===== src/rtl/riscv_pkg.sv =====
// Shared RISC-V constants and immediate decoders used by the fetch front end.
package riscv_pkg;

  localparam logic [31:0] NOP        = 32'h0000_0013;
  localparam logic [31:0] INVALID_PC = 32'hFFFF_FFFF;

  localparam logic [6:0] OPC_JAL    = 7'b1101111;
  localparam logic [6:0] OPC_BRANCH = 7'b1100011;

  // J-type immediate, sign-extended, bit 0 always zero.
  function automatic logic [31:0] imm_j(input logic [31:0] inst);
    return {{11{inst[31]}}, inst[31], inst[19:12], inst[20], inst[30:21], 1'b0};
  endfunction

  // B-type immediate, sign-extended, bit 0 always zero.
  function automatic logic [31:0] imm_b(input logic [31:0] inst);
    return {{19{inst[31]}}, inst[31], inst[7], inst[30:25], inst[11:8], 1'b0};
  endfunction

endpackage


===== src/rtl/fetch_queue_unit_if.sv =====
// Bundle of the fetch unit's memory, decode and execute-redirect signals.
//
// Handshake rule for both channels (mem request, decode head): a transfer
// happens on a rising clk edge exactly when valid and ready are both high.
// valid never depends on ready; ready may depend on valid. Responses carry
// no ready: the fetch unit always accepts i_mem_rsp_valid.
interface fetch_queue_unit_if #(
  parameter int XLEN = 32,
  parameter int ILEN = 32
);

  logic            o_mem_req_valid;
  logic [XLEN-1:0] o_mem_req_addr;
  logic            i_mem_req_ready;
  logic            i_mem_rsp_valid;
  logic [ILEN-1:0] i_mem_rsp_inst;
  logic            o_du_valid;
  logic [ILEN-1:0] o_du_inst;
  logic [XLEN-1:0] o_du_addr;
  logic            o_du_pred_taken;
  logic            i_du_ready;
  logic            i_exec_flush;
  logic [XLEN-1:0] i_exec_pc;
  logic            o_exec_align_error;

  // The fetch unit itself.
  modport master (
    output o_mem_req_valid, o_mem_req_addr,
    input  i_mem_req_ready, i_mem_rsp_valid, i_mem_rsp_inst,
    output o_du_valid, o_du_inst, o_du_addr, o_du_pred_taken,
    input  i_du_ready, i_exec_flush, i_exec_pc,
    output o_exec_align_error
  );

  // Memory, decode and execute seen from the outside.
  modport slave (
    input  o_mem_req_valid, o_mem_req_addr,
    output i_mem_req_ready, i_mem_rsp_valid, i_mem_rsp_inst,
    input  o_du_valid, o_du_inst, o_du_addr, o_du_pred_taken,
    output i_du_ready, i_exec_flush, i_exec_pc,
    input  o_exec_align_error
  );

endinterface


===== src/rtl/sync_fifo.sv =====
// Small synchronous FIFO with a combinational head read and a clear input.
// DEPTH must be a power of two so the pointers wrap naturally.
module sync_fifo #(
  parameter int WIDTH = 8,
  parameter int DEPTH = 4
) (
  input  logic                   clk,
  input  logic                   rstn,
  input  logic                   push,
  input  logic                   pop,
  input  logic                   flush,
  input  logic [WIDTH-1:0]       wdata,
  output logic [WIDTH-1:0]       rdata,
  output logic                   full,
  output logic                   empty,
  output logic [$clog2(DEPTH):0] count
);

  localparam int AW = $clog2(DEPTH);

  logic [WIDTH-1:0] mem [DEPTH];
  logic [AW-1:0]    wr_ptr;
  logic [AW-1:0]    rd_ptr;
  logic             do_push;
  logic             do_pop;

  assign full    = (count == (AW+1)'(DEPTH));
  assign empty   = (count == '0);
  assign do_pop  = pop & ~empty;
  // A full FIFO may still take a word when the head leaves in the same cycle.
  assign do_push = push & (~full | do_pop);
  assign rdata   = mem[rd_ptr];

  // Storage write; contents need no reset because count gates visibility.
  always_ff @(posedge clk) begin
    if (do_push) mem[wr_ptr] <= wdata;
  end

  // Pointer and occupancy bookkeeping; flush empties the FIFO.
  always_ff @(posedge clk or negedge rstn) begin
    if (!rstn) begin
      wr_ptr <= '0;
      rd_ptr <= '0;
      count  <= '0;
    end else if (flush) begin
      wr_ptr <= '0;
      rd_ptr <= '0;
      count  <= '0;
    end else begin
      if (do_push) wr_ptr <= wr_ptr + 1'b1;
      if (do_pop)  rd_ptr <= rd_ptr + 1'b1;
      count <= count + (AW+1)'(do_push) - (AW+1)'(do_pop);
    end
  end

endmodule


===== src/rtl/fetch_queue_unit.sv =====
// Instruction fetch front end: issues PC-ordered fetches, tags them with
// their address, buffers returned words for Decode and statically predicts
// JAL and backward branches. Wrong-path responses are counted and dropped.
module fetch_queue_unit
  import riscv_pkg::*;
#(
  parameter int              XLEN    = 32,
  parameter int              ILEN    = 32,
  parameter int              DEPTH   = 4,
  parameter logic [XLEN-1:0] INIT_PC = '0,
  parameter logic [XLEN-1:0] TRAP_PC = XLEN'(32'h0000_0004)
) (
  input logic               clk,
  input logic               rstn,
  fetch_queue_unit_if.master bus
);

  localparam int CW = $clog2(DEPTH) + 1;
  localparam int QW = 1 + XLEN + ILEN;

  logic [XLEN-1:0] pc;
  logic [CW-1:0]   drop;
  logic            align_err;

  logic [CW-1:0]   q_count;
  logic            q_empty;
  logic            q_full;
  logic [QW-1:0]   q_head;
  logic [CW-1:0]   inflight;
  logic            tag_empty;
  logic            tag_full;
  logic [XLEN-1:0] tag_addr;

  logic            credit_ok;
  logic            req_valid;
  logic            req_fire;
  logic            rsp_fire;
  logic            rsp_keep;
  logic [CW-1:0]   inflight_next;
  logic [6:0]      opcode;
  logic            is_jal;
  logic            is_bneg;
  logic            pred_taken;
  logic [31:0]     imm;
  logic [XLEN-1:0] target;
  logic [QW-1:0]   q_wdata;

  // Every request reserves a queue slot up front, so the queue cannot
  // overflow no matter how responses bunch up.
  assign credit_ok = ({1'b0, q_count} + {1'b0, inflight}) < (CW+1)'(DEPTH);
  assign req_valid = rstn & credit_ok & ~tag_full & ~q_full;
  assign req_fire  = req_valid & bus.i_mem_req_ready;
  assign rsp_fire  = bus.i_mem_rsp_valid & ~tag_empty;

  assign inflight_next = inflight + CW'(req_fire) - CW'(rsp_fire);
  assign rsp_keep      = rsp_fire & (drop == '0) & ~bus.i_exec_flush;

  assign opcode     = bus.i_mem_rsp_inst[6:0];
  assign is_jal     = (opcode == OPC_JAL);
  assign is_bneg    = (opcode == OPC_BRANCH) & bus.i_mem_rsp_inst[31];
  assign pred_taken = rsp_keep & (is_jal | is_bneg);
  assign imm        = is_jal ? imm_j(bus.i_mem_rsp_inst) : imm_b(bus.i_mem_rsp_inst);
  assign target     = tag_addr + XLEN'($signed(imm));
  assign q_wdata    = {pred_taken, tag_addr, bus.i_mem_rsp_inst};

  assign bus.o_mem_req_valid    = req_valid;
  assign bus.o_mem_req_addr     = pc;
  assign bus.o_du_valid         = ~q_empty;
  assign bus.o_du_inst          = q_empty ? ILEN'(NOP) : q_head[ILEN-1:0];
  assign bus.o_du_addr          = q_empty ? {XLEN{1'b1}} : q_head[ILEN +: XLEN];
  assign bus.o_du_pred_taken    = ~q_empty & q_head[QW-1];
  assign bus.o_exec_align_error = align_err;

  // Address tags follow requests one-for-one; the tag count is the number
  // of outstanding requests. Never flushed: dropped responses still pop it.
  sync_fifo #(.WIDTH(XLEN), .DEPTH(DEPTH)) u_tag_fifo (
    .clk   (clk),
    .rstn  (rstn),
    .push  (req_fire),
    .pop   (rsp_fire),
    .flush (1'b0),
    .wdata (pc),
    .rdata (tag_addr),
    .full  (tag_full),
    .empty (tag_empty),
    .count (inflight)
  );

  // Instruction queue feeding Decode, entries are {pred, addr, inst}.
  sync_fifo #(.WIDTH(QW), .DEPTH(DEPTH)) u_inst_q (
    .clk   (clk),
    .rstn  (rstn),
    .push  (rsp_keep),
    .pop   (bus.i_du_ready),
    .flush (bus.i_exec_flush),
    .wdata (q_wdata),
    .rdata (q_head),
    .full  (q_full),
    .empty (q_empty),
    .count (q_count)
  );

  // PC selection (flush > predicted redirect > sequential) and drop count.
  always_ff @(posedge clk or negedge rstn) begin
    if (!rstn) begin
      pc        <= INIT_PC;
      drop      <= '0;
      align_err <= 1'b0;
    end else if (bus.i_exec_flush) begin
      drop <= inflight_next;
      if (bus.i_exec_pc[1:0] != 2'b00) begin
        pc        <= TRAP_PC;
        align_err <= 1'b1;
      end else begin
        pc        <= bus.i_exec_pc;
        align_err <= 1'b0;
      end
    end else if (pred_taken) begin
      pc   <= target;
      drop <= inflight_next;
    end else begin
      if (req_fire) pc <= pc + XLEN'(4);
      if (rsp_fire && drop != '0) drop <= drop - 1'b1;
    end
  end

endmodule


===== src/flat_wrapper.sv =====
// flat-port wrapper written by rule: the top's interface ports become plain ports
module fetch_queue_unit_flat import riscv_pkg::*;
#(
  parameter int              XLEN    = 32,
  parameter int              ILEN    = 32,
  parameter int              DEPTH   = 4,
  parameter logic [XLEN-1:0] INIT_PC = '0,
  parameter logic [XLEN-1:0] TRAP_PC = XLEN'(32'h0000_0004)
)
  (clk, rstn, bus_o_mem_req_valid, bus_o_mem_req_addr, bus_i_mem_req_ready, bus_i_mem_rsp_valid, bus_i_mem_rsp_inst, bus_o_du_valid, bus_o_du_inst, bus_o_du_addr, bus_o_du_pred_taken, bus_i_du_ready, bus_i_exec_flush, bus_i_exec_pc, bus_o_exec_align_error);
  fetch_queue_unit_if #(.XLEN(XLEN), .ILEN(ILEN)) bus_i ();
  input logic clk;
  input logic rstn;
  output wire logic [$bits(bus_i.o_mem_req_valid)-1:0] bus_o_mem_req_valid;
  output wire logic [$bits(bus_i.o_mem_req_addr)-1:0] bus_o_mem_req_addr;
  input wire logic [$bits(bus_i.i_mem_req_ready)-1:0] bus_i_mem_req_ready;
  input wire logic [$bits(bus_i.i_mem_rsp_valid)-1:0] bus_i_mem_rsp_valid;
  input wire logic [$bits(bus_i.i_mem_rsp_inst)-1:0] bus_i_mem_rsp_inst;
  output wire logic [$bits(bus_i.o_du_valid)-1:0] bus_o_du_valid;
  output wire logic [$bits(bus_i.o_du_inst)-1:0] bus_o_du_inst;
  output wire logic [$bits(bus_i.o_du_addr)-1:0] bus_o_du_addr;
  output wire logic [$bits(bus_i.o_du_pred_taken)-1:0] bus_o_du_pred_taken;
  input wire logic [$bits(bus_i.i_du_ready)-1:0] bus_i_du_ready;
  input wire logic [$bits(bus_i.i_exec_flush)-1:0] bus_i_exec_flush;
  input wire logic [$bits(bus_i.i_exec_pc)-1:0] bus_i_exec_pc;
  output wire logic [$bits(bus_i.o_exec_align_error)-1:0] bus_o_exec_align_error;
  assign bus_o_mem_req_valid = bus_i.o_mem_req_valid;
  assign bus_o_mem_req_addr = bus_i.o_mem_req_addr;
  assign bus_i.i_mem_req_ready = bus_i_mem_req_ready;
  assign bus_i.i_mem_rsp_valid = bus_i_mem_rsp_valid;
  assign bus_i.i_mem_rsp_inst = bus_i_mem_rsp_inst;
  assign bus_o_du_valid = bus_i.o_du_valid;
  assign bus_o_du_inst = bus_i.o_du_inst;
  assign bus_o_du_addr = bus_i.o_du_addr;
  assign bus_o_du_pred_taken = bus_i.o_du_pred_taken;
  assign bus_i.i_du_ready = bus_i_du_ready;
  assign bus_i.i_exec_flush = bus_i_exec_flush;
  assign bus_i.i_exec_pc = bus_i_exec_pc;
  assign bus_o_exec_align_error = bus_i.o_exec_align_error;
  fetch_queue_unit #(.XLEN(XLEN), .ILEN(ILEN), .DEPTH(DEPTH), .INIT_PC(INIT_PC), .TRAP_PC(TRAP_PC)) u_core (.clk(clk), .rstn(rstn), .bus(bus_i));
endmodule

===== config.mk =====
export PLATFORM = sky130hd
export DESIGN_NAME = fetch_queue_unit_flat
export DESIGN_NICKNAME = d
export VERILOG_FILES = /design/src/rtl/riscv_pkg.sv /design/src/rtl/fetch_queue_unit_if.sv /design/src/rtl/sync_fifo.sv /design/src/rtl/fetch_queue_unit.sv /design/src/flat_wrapper.sv
export SDC_FILE = /design/constraint.sdc
export NUM_CORES = 1
export LEC_CHECK = 0
export BUFFER_PORTS_ARGS = -buffer_cell sky130_fd_sc_hd__clkbuf_2
export CORE_UTILIZATION = 62
export CTS_BUF_LIST = sky130_fd_sc_hd__clkbuf_8
export CTS_CLUSTER_SIZE = 12
export DETAILED_ROUTE_END_ITERATION = 10
export PLACE_DENSITY = 0.85
export SLEW_MARGIN = 5
export SYNTH_ARGS = -nofsm -noshare
export SYNTH_HDL_FRONTEND = slang
export SYNTH_HIERARCHICAL = 1
export SYNTH_SLANG_ARGS = --single-unit

===== constraint.sdc =====
create_clock -name clk -period 3.95 [get_ports clk]
set_input_delay 1.185 -clock clk [delete_from_list [all_inputs] [get_ports clk]]
set_output_delay 1.185 -clock clk [all_outputs]
set_load 0.02 [all_outputs]

==> results of run 1 <==
## what timing repair did
item	CTS	global route
resized for setup	0	17
setup buffers	0	4
endpoints found under the setup margin	0	15
## Yosys cell counts, drive strengths merged (25+ instances only)
master and count:
nand2 66, clkbuf 25, o21ai 40, or2 36, nor2 53, mux4 97, inv 25, nor2b 35
a21oi 76, ha 50, edfxtp 388, dfrtp 50
## critical path, delay by kind of cell
family                     cells  cell delay, ns
adders and majority gates      1            0.27
and+or+nand+nor                5            1.35
buffers and inverters          2            0.26
AOI/OAI and AO/OA              6            1.03
muxes                          1            0.32
## metal layers
layer,vias to the layer above,share of wire (%),global-route usage (%)
li1,5448,-,-
met1,6163,40,41.3
met2,789,47,44.4
met3,73,12,7.92
met4,0,1.8,7.79
met5,-,0,0
## worst min-delay path by stage
stage	startpoint	cells after the start	slack (ns)	endpoint
final	u_core/bus.o_exec_align_error	2	0.51	u_core/bus.o_exec_align_error
after global routing	u_core/bus.o_exec_align_error	2	0.54	u_core/bus.o_exec_align_error
after CTS	u_core/bus.o_exec_align_error	2	0.52	u_core/bus.o_exec_align_error
after detailed placement	u_core/bus.o_exec_align_error	2	0.50	u_core/bus.o_exec_align_error
after global placement	u_core/bus.o_exec_align_error	2	0.48	u_core/bus.o_exec_align_error
after floorplan	u_core/drop[1]	2	0.52	u_core/drop[1]
## state kept, by name (all words and copies together) (netlist names)
register / count
u_core/bus.o_exec_align_error: 1
u_core/bus.o_mem_req_addr: 32
u_core/drop: 3
u_core/u_inst_q/count: 3
u_core/u_inst_q/mem: 260
u_core/u_inst_q/rd_ptr: 2
u_core/u_inst_q/wr_ptr: 2
u_core/u_tag_fifo/count: 3
u_core/u_tag_fifo/mem: 128
u_core/u_tag_fifo/rd_ptr: 2
u_core/u_tag_fifo/wr_ptr: 2
## area by class of cell
type	instances	area, um^2
Sequential cell	438	12900
Fill cell	1801	7790
Multi-Input combinational cell	720	6530
Timing Repair Buffer	275	1840
Clock buffer	80	1100
Tap cell	396	495
Clock inverter	39	214
Inverter	26	97.6
Antenna cell	1	2.50
## report_power, final
part,total [mW],switching (mW),internal [mW]
registers,5.68,0.281,5.40
logic,4.66,2.69,1.97
clock network,3.63,1.71,1.92
## cells by family after synthesis
kind of cell	synth area share, %
AO/OA/AOI/OAI	7.61
adder cells (fa/ha/maj)	3.58
XOR/XNOR	1.82
AND/OR/NAND/NOR	7.68
other	0.0190
buffers and inverters	2.22
flip-flops	65.4
multiplexers	11.7
## per-stage QoR
stage	worst slack, ns	hold WS, ns	total power [mW]	std cells	utilization (%)
finish	0.0292	0.515	14.0	1975	74.9
global route	-0.0381	0.542	14.6	1974	74.8
CTS	0.0548	0.517	14.0	1970	74.5
detailed placement	-0.536	0.502	10.3	1851	70.2
global placement	-0.453	0.476	10.2	1851	70.2
floorplan	-0.221	0.525	8.78	1234	-
==> results.py, run 1 <==
metrics = {
    "layout": {
        "area_growth_pct": 17.5,
        "nets": 1654,
        "final_cell_mix": "edfxtp_1 (388), clkbuf_2 (167), mux4_2 (97)",
        "drive_gt1_share_pct": 35.0,
        "final_common_cell": "edfxtp_1",
        "fin_area_um2": 23200,
    },
    "timing": {
        "min_period_over_period_pct": 99.3,
        "finalSetupViolCount": 0,
        "skew_ns": 0.0325,
        "totalNegativeSetupSlack_ns": 0,
        "fmax_mhz": 255,
        "relSlewSlack_pct": 32.5,
        "hold_viol_final": 0,
        "period_needed_ns": 3.92,
        "drv_slew": 0,
        "worstMarginPinSlew_ns": 1.01,
    },
    "setup_path": {
        "start_kind": "input port",
        "r2r_start": "u_core/u_tag_fifo/rd_ptr[0]",
        "worstPathArrival_ns": 4.42,
        "slowest_stage": "or4b_4",
        "rrSetupSlack_ns": 0.20,
        "cp.required_ns": 4.45,
        "cpPeakStageDelay_ns": 0.49,
        "endpoint": "u_core/bus.o_mem_req_addr[27]",
        "reg2reg_to": "u_core/bus.o_mem_req_addr[28]",
        "cp_cell_sequence": "buf_6 > nor2b_4 > nand4_1 > nor2_2 > buf_12 > mux2_4 > ha_4 > a21o_1 > a21boi_2 > or3_4 > o311ai_4 > a21oi_4 > o31ai_4 > or4b_4 > o211ai_2",
        "cp_max_fo": 6,
        "startpoint": "bus_i_mem_rsp_inst[4]",
        "r2r_cells": 10,
        "end_kind": "register",
        "critical_path_class": "input port to register",
    },
    "die": {
        "ioPinCount": 170,
        "core_um2": 31000,
        "start_util_pct": 63.7,
        "die_w_um": 180,
        "dieHeight_um": 180,
        "die_area_um2": 32500,
        "rows": 64,
    },
    "power_and_ir_drop": {
        "leakage_nw": 8.55,
        "ir_worst_vdd_mv": 0.349,
        "pwr_density_cell_nw_per_um2": 602,
    },
    "run": {
        "maxCapViolCount": 0,
    },
    "clocking": {
        "clk_latency_ns": 0.58,
        "clockBufferDepth": 3,
        "numCtsBuffers": 69,
        "cts-hold-fix-buffers": 0,
        "cts_tree": "done",
        "path_clk_slew_ns": 0.07,
        "h-tree-depth": 3,
        "cts.sinks": 438,
        "root_buffer": "clkbuf_8",
    },
    "status": {
        "status": "complete, no violations",
    },
    "synthesis": {
        "synth_area_per_cell_um2": 16.0,
        "synth_async_sr_flop_share_pct": 11.4,
        "synth_area_leaders": "edfxtp_1 (59%), mux4_2 (11%), dfrtp_1 (6.3%)",
        "synth_flop_cell": "edfxtp_1",
        "synth_seq_cells": 438,
        "ys_warn_count": 6,
        "synth_top_area_share_pct": 59.0,
        "yosys.area.top_type": "edfxtp_1",
        "ys_seq_area_share_pct": 65.4,
        "synth_edf_count": 388,
        "synthesis.nets": 1358,
        "syn-instance-count": 1234,
        "syn_area_um2": 19700,
        "ys_types": 80,
    },
    "drt": {
        "drtPass1Iterations": 6,
        "ant_nets": 0,
        "dr_total_vias": 12500,
        "viasPerCell": 6.32,
        "wirelength_mm": 46.8,
        "drc_errors": 0,
        "drt_iter0_markers": 1563,
        "wl_per_cell_um": 23.7,
    },
    "global_routing": {
        "grt_overflow": 0,
        "antenna_found_initial": 1,
        "grt_pass1_wl_mm": 70.6,
        "grt_pass1_vias": 12300,
        "grt_max_degree": 67,
        "track_usage_pct": 28.9,
    },
    "place": {
        "place_congestion": 0.945,
        "port_buffers": 169,
        "hpwl_mm": 32.0,
        "placed_area_um2": 21800,
    },
    "min_path": {
        "hold_path.class": "register to register",
    },
}
No activity file was read; power rests on OpenSTA's default activity.
==> inputs of run 2 (changes only) <==
CORE_UTILIZATION = 45   (was 62)
PLACE_DENSITY = 0.66   (was 0.85)
==> run 2 against run 1 <==
Compared with the run above: via count is 2.4% lower; sequential power is 0.7% lower; final area is 1.6% higher; final cell count is 11% higher; non-clock buffer count is 23 higher; die area is 37% higher; global-route usage is 6.7 points lower; setup slack better by 0.034 ns; largest cell class unchanged; routed wire length is 3.9% higher; power is 0.19% higher; register-to-register slack hardly changed.
==> results.py, run 2 (synthesis results as in run 1) <==
metrics = {
    "layout": {
        "area_growth_pct": 19.4,
        "largest_register_ffs": 260,
        "diodes": 0,
        "final_common_cell": "edfxtp_1",
        "drive_gt1_share_pct": 35.0,
        "final_core_util_pct": 54.6,
        "top_register": "u_core/u_inst_q/mem",
        "fillers": 3575,
        "final_cell_mix": "edfxtp_1 (388), clkbuf_2 (167), buf_4 (114)",
        "final-instance-count-excl-fill": 2193,
        "nets": 1681,
    },
    "timing": {
        "hold_viol_final": 0,
        "relSlewSlack_pct": 22.1,
        "worstMarginPinSlew_ns": 1.16,
        "skew_ns": 0.0203,
        "period_needed_ns": 3.89,
        "min_period_over_period_pct": 98.4,
        "fmax_mhz": 257,
        "rsz0062_at_grt": "true",
        "drv_slew": 0,
        "totalNegativeSetupSlack_ns": 0,
        "finalSetupViolCount": 0,
    },
    "setup_path": {
        "r2r_start": "u_core/u_tag_fifo/rd_ptr[0]",
        "r2r_cells": 10,
        "slowest_stage": "or4b_4",
        "critical_path_class": "input port to register",
        "rrSetupSlack_ns": 0.20,
        "critPathBufInv": 2,
        "cpPeakStageDelay_ns": 0.49,
        "cp_cell_sequence": "buf_8 > nor2b_4 > nand4_1 > nor2_2 > buf_12 > mux2_4 > ha_4 > and2_4 > a21boi_2 > or3_4 > o311ai_4 > a21oi_4 > o31ai_4 > or4b_4 > o211ai_2",
        "path_delay_family": "simple AND/OR/NAND/NOR gates",
        "worstPathArrival_ns": 4.42,
        "end_kind": "register",
        "cp.required_ns": 4.48,
        "reg2reg_to": "u_core/bus.o_mem_req_addr[27]",
        "start_kind": "input port",
        "startpoint": "bus_i_mem_rsp_inst[6]",
        "cp_max_fo": 8,
    },
    "drt": {
        "drt_iter0_markers": 1080,
        "drc_errors": 0,
        "drtPass1Iterations": 6,
        "ant_nets": 0,
        "viasPerCell": 5.55,
        "wirelength_mm": 48.6,
        "dr_total_vias": 12200,
        "wl_per_cell_um": 22.2,
    },
    "clocking": {
        "clk_latency_ns": 0.61,
        "clockBufferDepth": 3,
        "cts_tree": "done",
        "numCtsBuffers": 73,
        "cts.sinks": 438,
        "root_buffer": "clkbuf_8",
        "path_clk_slew_ns": 0.06,
        "h-tree-depth": 3,
    },
    "global_routing": {
        "grt_pass1_vias": 12300,
        "antenna_found_initial": 0,
        "grt_pass1_wl_mm": 74.0,
        "grt_overflow": 0,
        "track_usage_pct": 22.3,
        "grt_max_degree": 67,
    },
    "die": {
        "dieHeight_um": 211,
        "ioPinCount": 170,
        "start_util_pct": 45.7,
        "core_um2": 43200,
        "die_area_um2": 44700,
        "rows": 76,
        "die_w_um": 211,
    },
    "place": {
        "port_buffers": 169,
        "hpwl_mm": 33.7,
        "dpl.cell_count": 2059,
        "place_congestion": 0.906,
    },
    "power_and_ir_drop": {
        "leakage_nw": 8.69,
        "pwr_density_cell_nw_per_um2": 594,
        "finalPower_mw": 14.0,
        "ir_worst_vdd_mv": 0.444,
    },
    "run": {
        "maxCapViolCount": 0,
    },
    "status": {
        "status": "complete, no violations",
    },
    "min_path": {
        "holdPathStages": 2,
        "min_to": "u_core/bus.o_exec_align_error",
        "hold_path.class": "register to register",
        "hp-start": "u_core/bus.o_exec_align_error",
    },
}
## run 2: what timing repair did
action	CTS	global route
hold buffers	0	0
setup endpoints to repair	0	11
buffers inserted	0	8
resized for setup	0	21
## run 2: how the worst max path moves through the flow
stage | depth (start not counted) | slack, ns | endpoint
2_1_floorplan | 13 | -0.22 | u_core/bus.o_mem_req_addr[27]
3_3_place_gp | 15 | -0.53 | u_core/bus.o_mem_req_addr[27]
3_5_place_dp | 15 | -0.59 | u_core/bus.o_mem_req_addr[27]
4_1_cts | 15 | 0.04 | u_core/bus.o_mem_req_addr[27]
5_1_grt | 17 | -0.04 | u_core/bus.o_mem_req_addr[27]
6_report | 15 | 0.06 | u_core/bus.o_mem_req_addr[27]
## run 2: report_power, final
part	switching, mW	leakage, nW	internal (mW)
sequential	0.245	4.21	5.40
combinational	2.72	3.71	2.01
clock	1.72	0.773	1.90
## run 2: area by class of cell
cell class,count,area (um^2),area share [%]
clock buffers,76,1050,4.44
clock inverters,50,251,1.07
inverters,26,97.6,0.414
well taps,585,732,3.11
flip-flops and latches,438,12900,54.8
repair buffers,298,2010,8.54
multi-input cells,720,6510,27.6
## run 2: worst min-delay path, delay by kind of cell, from the launching register on
family / cells / cell delay, ns
simple gates: 2 / 0.12
flops: 1 / 0.34
## run 2: metal layers
metal | up-vias | share of wire (%) | track usage (%)
met5 | - | 0 | 0
met4 | 0 | 1.8 | 6.20
met3 | 73 | 7.7 | 4.47
met2 | 488 | 45 | 33.6
met1 | 6102 | 45 | 32.8
li1 | 5516 | - | -
## run 2: metrics by stage
step                      setup WS [ns]  hold WS [ns]  instance area [um^2]
after global routing            -0.0362         0.563                 23600
after floorplan                  -0.221         0.525                 19800
after detailed placement         -0.595         0.499                 22100
final                            0.0637         0.509                 23600
after global placement           -0.527         0.478                 22100
after CTS                        0.0392         0.512                 23400
==> inputs of run 3 (changes only) <==
BUFFER_PORTS_ARGS = unset   (was -buffer_cell sky130_fd_sc_hd__clkbuf_2)
CORE_UTILIZATION = 55   (was 45)
DONT_BUFFER_PORTS = 1   (was unset)
PLACE_DENSITY = 0.73   (was 0.66)
==> run 3 against run 2 <==
Compared with the run above: routed wire length fell by 6.0%; maximum frequency rose by 1.9%; die area fell by 18%; first-iteration DRC count rose by 4.4%; sequential share of layout area rose by 2.9 points; final cell count fell by 15%; critical path depth fell by 1; largest power group unchanged.
==> results.py, run 3 (synthesis results as in run 1) <==
metrics = {
    "global_routing": {
        "grt_pass1_wl_mm": 68.4,
        "grt_pass1_vias": 11400,
        "grt_max_degree": 67,
        "antenna_found_initial": 1,
        "track_usage_pct": 25.6,
        "grt_overflow": 0,
    },
    "layout": {
        "drive_gt1_share_pct": 25.8,
        "largest_register_ffs": 260,
        "nets": 1474,
        "final_core_util_pct": 63.2,
        "fillers": 2559,
        "final_cell_mix": "edfxtp_1 (388), mux4_2 (97), clkbuf_8 (78), buf_4 (78), a21oi_1 (75)",
        "area_growth_pct": 13.4,
        "diodes": 0,
        "final_common_cell": "edfxtp_1",
        "top_register": "u_core/u_inst_q/mem",
    },
    "setup_path": {
        "start_kind": "input port",
        "end_kind": "register",
        "path_delay_family": "simple AND/OR/NAND/NOR gates",
        "cp_max_fo": 14,
        "worstPathArrival_ns": 4.34,
        "critPathBufInv": 1,
        "cpPeakStageDelay_ns": 0.48,
        "cp_cell_sequence": "nor2b_4 > nand4_1 > nor2_2 > buf_12 > mux2_2 > ha_1 > a21o_1 > a21boi_2 > or3_4 > o311ai_4 > a21oi_4 > o31ai_4 > or4b_1 > o211ai_2",
        "critical_path_class": "input port to register",
        "cp.required_ns": 4.47,
        "slowest_stage": "or4b_1",
        "rrSetupSlack_ns": 0.29,
    },
    "place": {
        "port_buffers": 0,
        "place_congestion": 0.910,
        "hpwl_mm": 30.6,
    },
    "clocking": {
        "cts.sinks": 438,
        "numCtsBuffers": 73,
        "cts-hold-fix-buffers": 0,
        "h-tree-depth": 3,
        "path_clk_slew_ns": 0.06,
        "clk_latency_ns": 0.61,
        "clockBufferDepth": 3,
        "root_buffer": "clkbuf_8",
        "cts_tree": "done",
    },
    "die": {
        "ioPinCount": 170,
        "start_util_pct": 55.8,
        "die_w_um": 191,
        "core_um2": 35400,
        "rows": 69,
        "die_area_um2": 36600,
        "dieHeight_um": 191,
    },
    "power_and_ir_drop": {
        "pwr_density_cell_nw_per_um2": 617,
        "ir_worst_vdd_mv": 0.391,
        "finalPower_mw": 13.8,
        "leakage_nw": 7.82,
    },
    "timing": {
        "finalSetupViolCount": 0,
        "period_needed_ns": 3.82,
        "relSlewSlack_pct": 32.2,
        "fmax_mhz": 262,
        "hold_viol_final": 0,
        "skew_ns": 0.0244,
        "worstMarginPinSlew_ns": 1.01,
        "min_period_over_period_pct": 96.6,
        "drv_slew": 0,
        "rsz0062_at_grt": "false",
    },
    "min_path": {
        "hold_path.class": "input port to async pin",
    },
    "drt": {
        "drc_errors": 0,
        "wirelength_mm": 45.7,
        "drtPass1Iterations": 6,
        "viasPerCell": 6.23,
        "drt_iter0_markers": 1127,
        "ant_nets": 0,
        "dr_total_vias": 11600,
        "wl_per_cell_um": 24.5,
    },
    "status": {
        "status": "complete, no violations",
    },
    "run": {
        "maxCapViolCount": 0,
    },
}
## run 3: path summary, 6_finish.rpt
check	depth (start not counted)	startpoint	to
worst max-delay path	14	bus_i_mem_rsp_inst[6]	u_core/bus.o_mem_req_addr[27]
worst min-delay path	0	rstn	u_core/u_tag_fifo/wr_ptr[1]
worst max register to register	12	u_core/u_tag_fifo/rd_ptr[0]	u_core/bus.o_mem_req_addr[29]
worst min register to register	2	u_core/u_inst_q/wr_ptr[1]	u_core/u_inst_q/wr_ptr[1]
max in group asynchronous	0	rstn	u_core/bus.o_mem_req_addr[13]
min in group clk	2	u_core/u_inst_q/wr_ptr[1]	u_core/u_inst_q/wr_ptr[1]
## run 3: per-layer routing
layer | global-route usage, % | share of wire, % | vias up
li1 | - | - | 5100
met1 | 36.9 | 42 | 5851
met2 | 37.1 | 44 | 589
met3 | 8.15 | 11 | 73
met4 | 8.03 | 2.1 | 0
met5 | 0 | 0 | -
## run 3: stage by stage
stage	cells	cell area (um^2)	setup WS [ns]	TNS (ns)	hold WS, ns
6_report	1865	22400	0.134	0	0.271
5_1_grt	1865	22400	0.00249	0	0.236
4_1_cts	1865	22400	0.147	0	0.218
3_5_place_dp	1736	20900	-0.471	-6.18	0.577
3_3_place_gp	1736	20900	-0.404	-4.70	0.557
2_1_floorplan	1234	19800	-0.221	-0.359	0.525
## run 3: worst register-to-register path, stage by stage, from the launching register on
cell      delay [ns]
dfrtp_2         0.40
buf_12          0.19
buf_4           0.33
buf_4           0.24
mux4_2          0.60
ha_1            0.36
a21oi_1         0.28
o21ai_0         0.17
a31oi_1         0.32
o31ai_1         0.14
o21a_1          0.18
o22ai_1         0.17
o311ai_1        0.14
## run 3: power breakdown
| part | total, mW | switching [mW] | internal (mW) |
|---|---|---|---|
| sequential | 5.67 | 0.277 | 5.40 |
| clock | 4.03 | 1.74 | 2.28 |
| combinational | 4.11 | 2.49 | 1.62 |
## run 3: what timing repair did
action	in CTS	in global routing
gates resized for setup	0	1
buffers inserted	0	0
endpoints found under the setup margin	0	3
## run 3: final cells by class
| class | instances | area [um^2] | share of cell area [%] |
|---|---|---|---|
| well taps | 461 | 577 | 2.58 |
| clock buffers | 78 | 1070 | 4.80 |
| repair buffers | 91 | 846 | 3.78 |
| flip-flops and latches | 438 | 12900 | 57.7 |
| clock inverters | 51 | 402 | 1.79 |
| multi-input cells | 720 | 6470 | 28.9 |
| inverters | 26 | 97.6 | 0.436 |
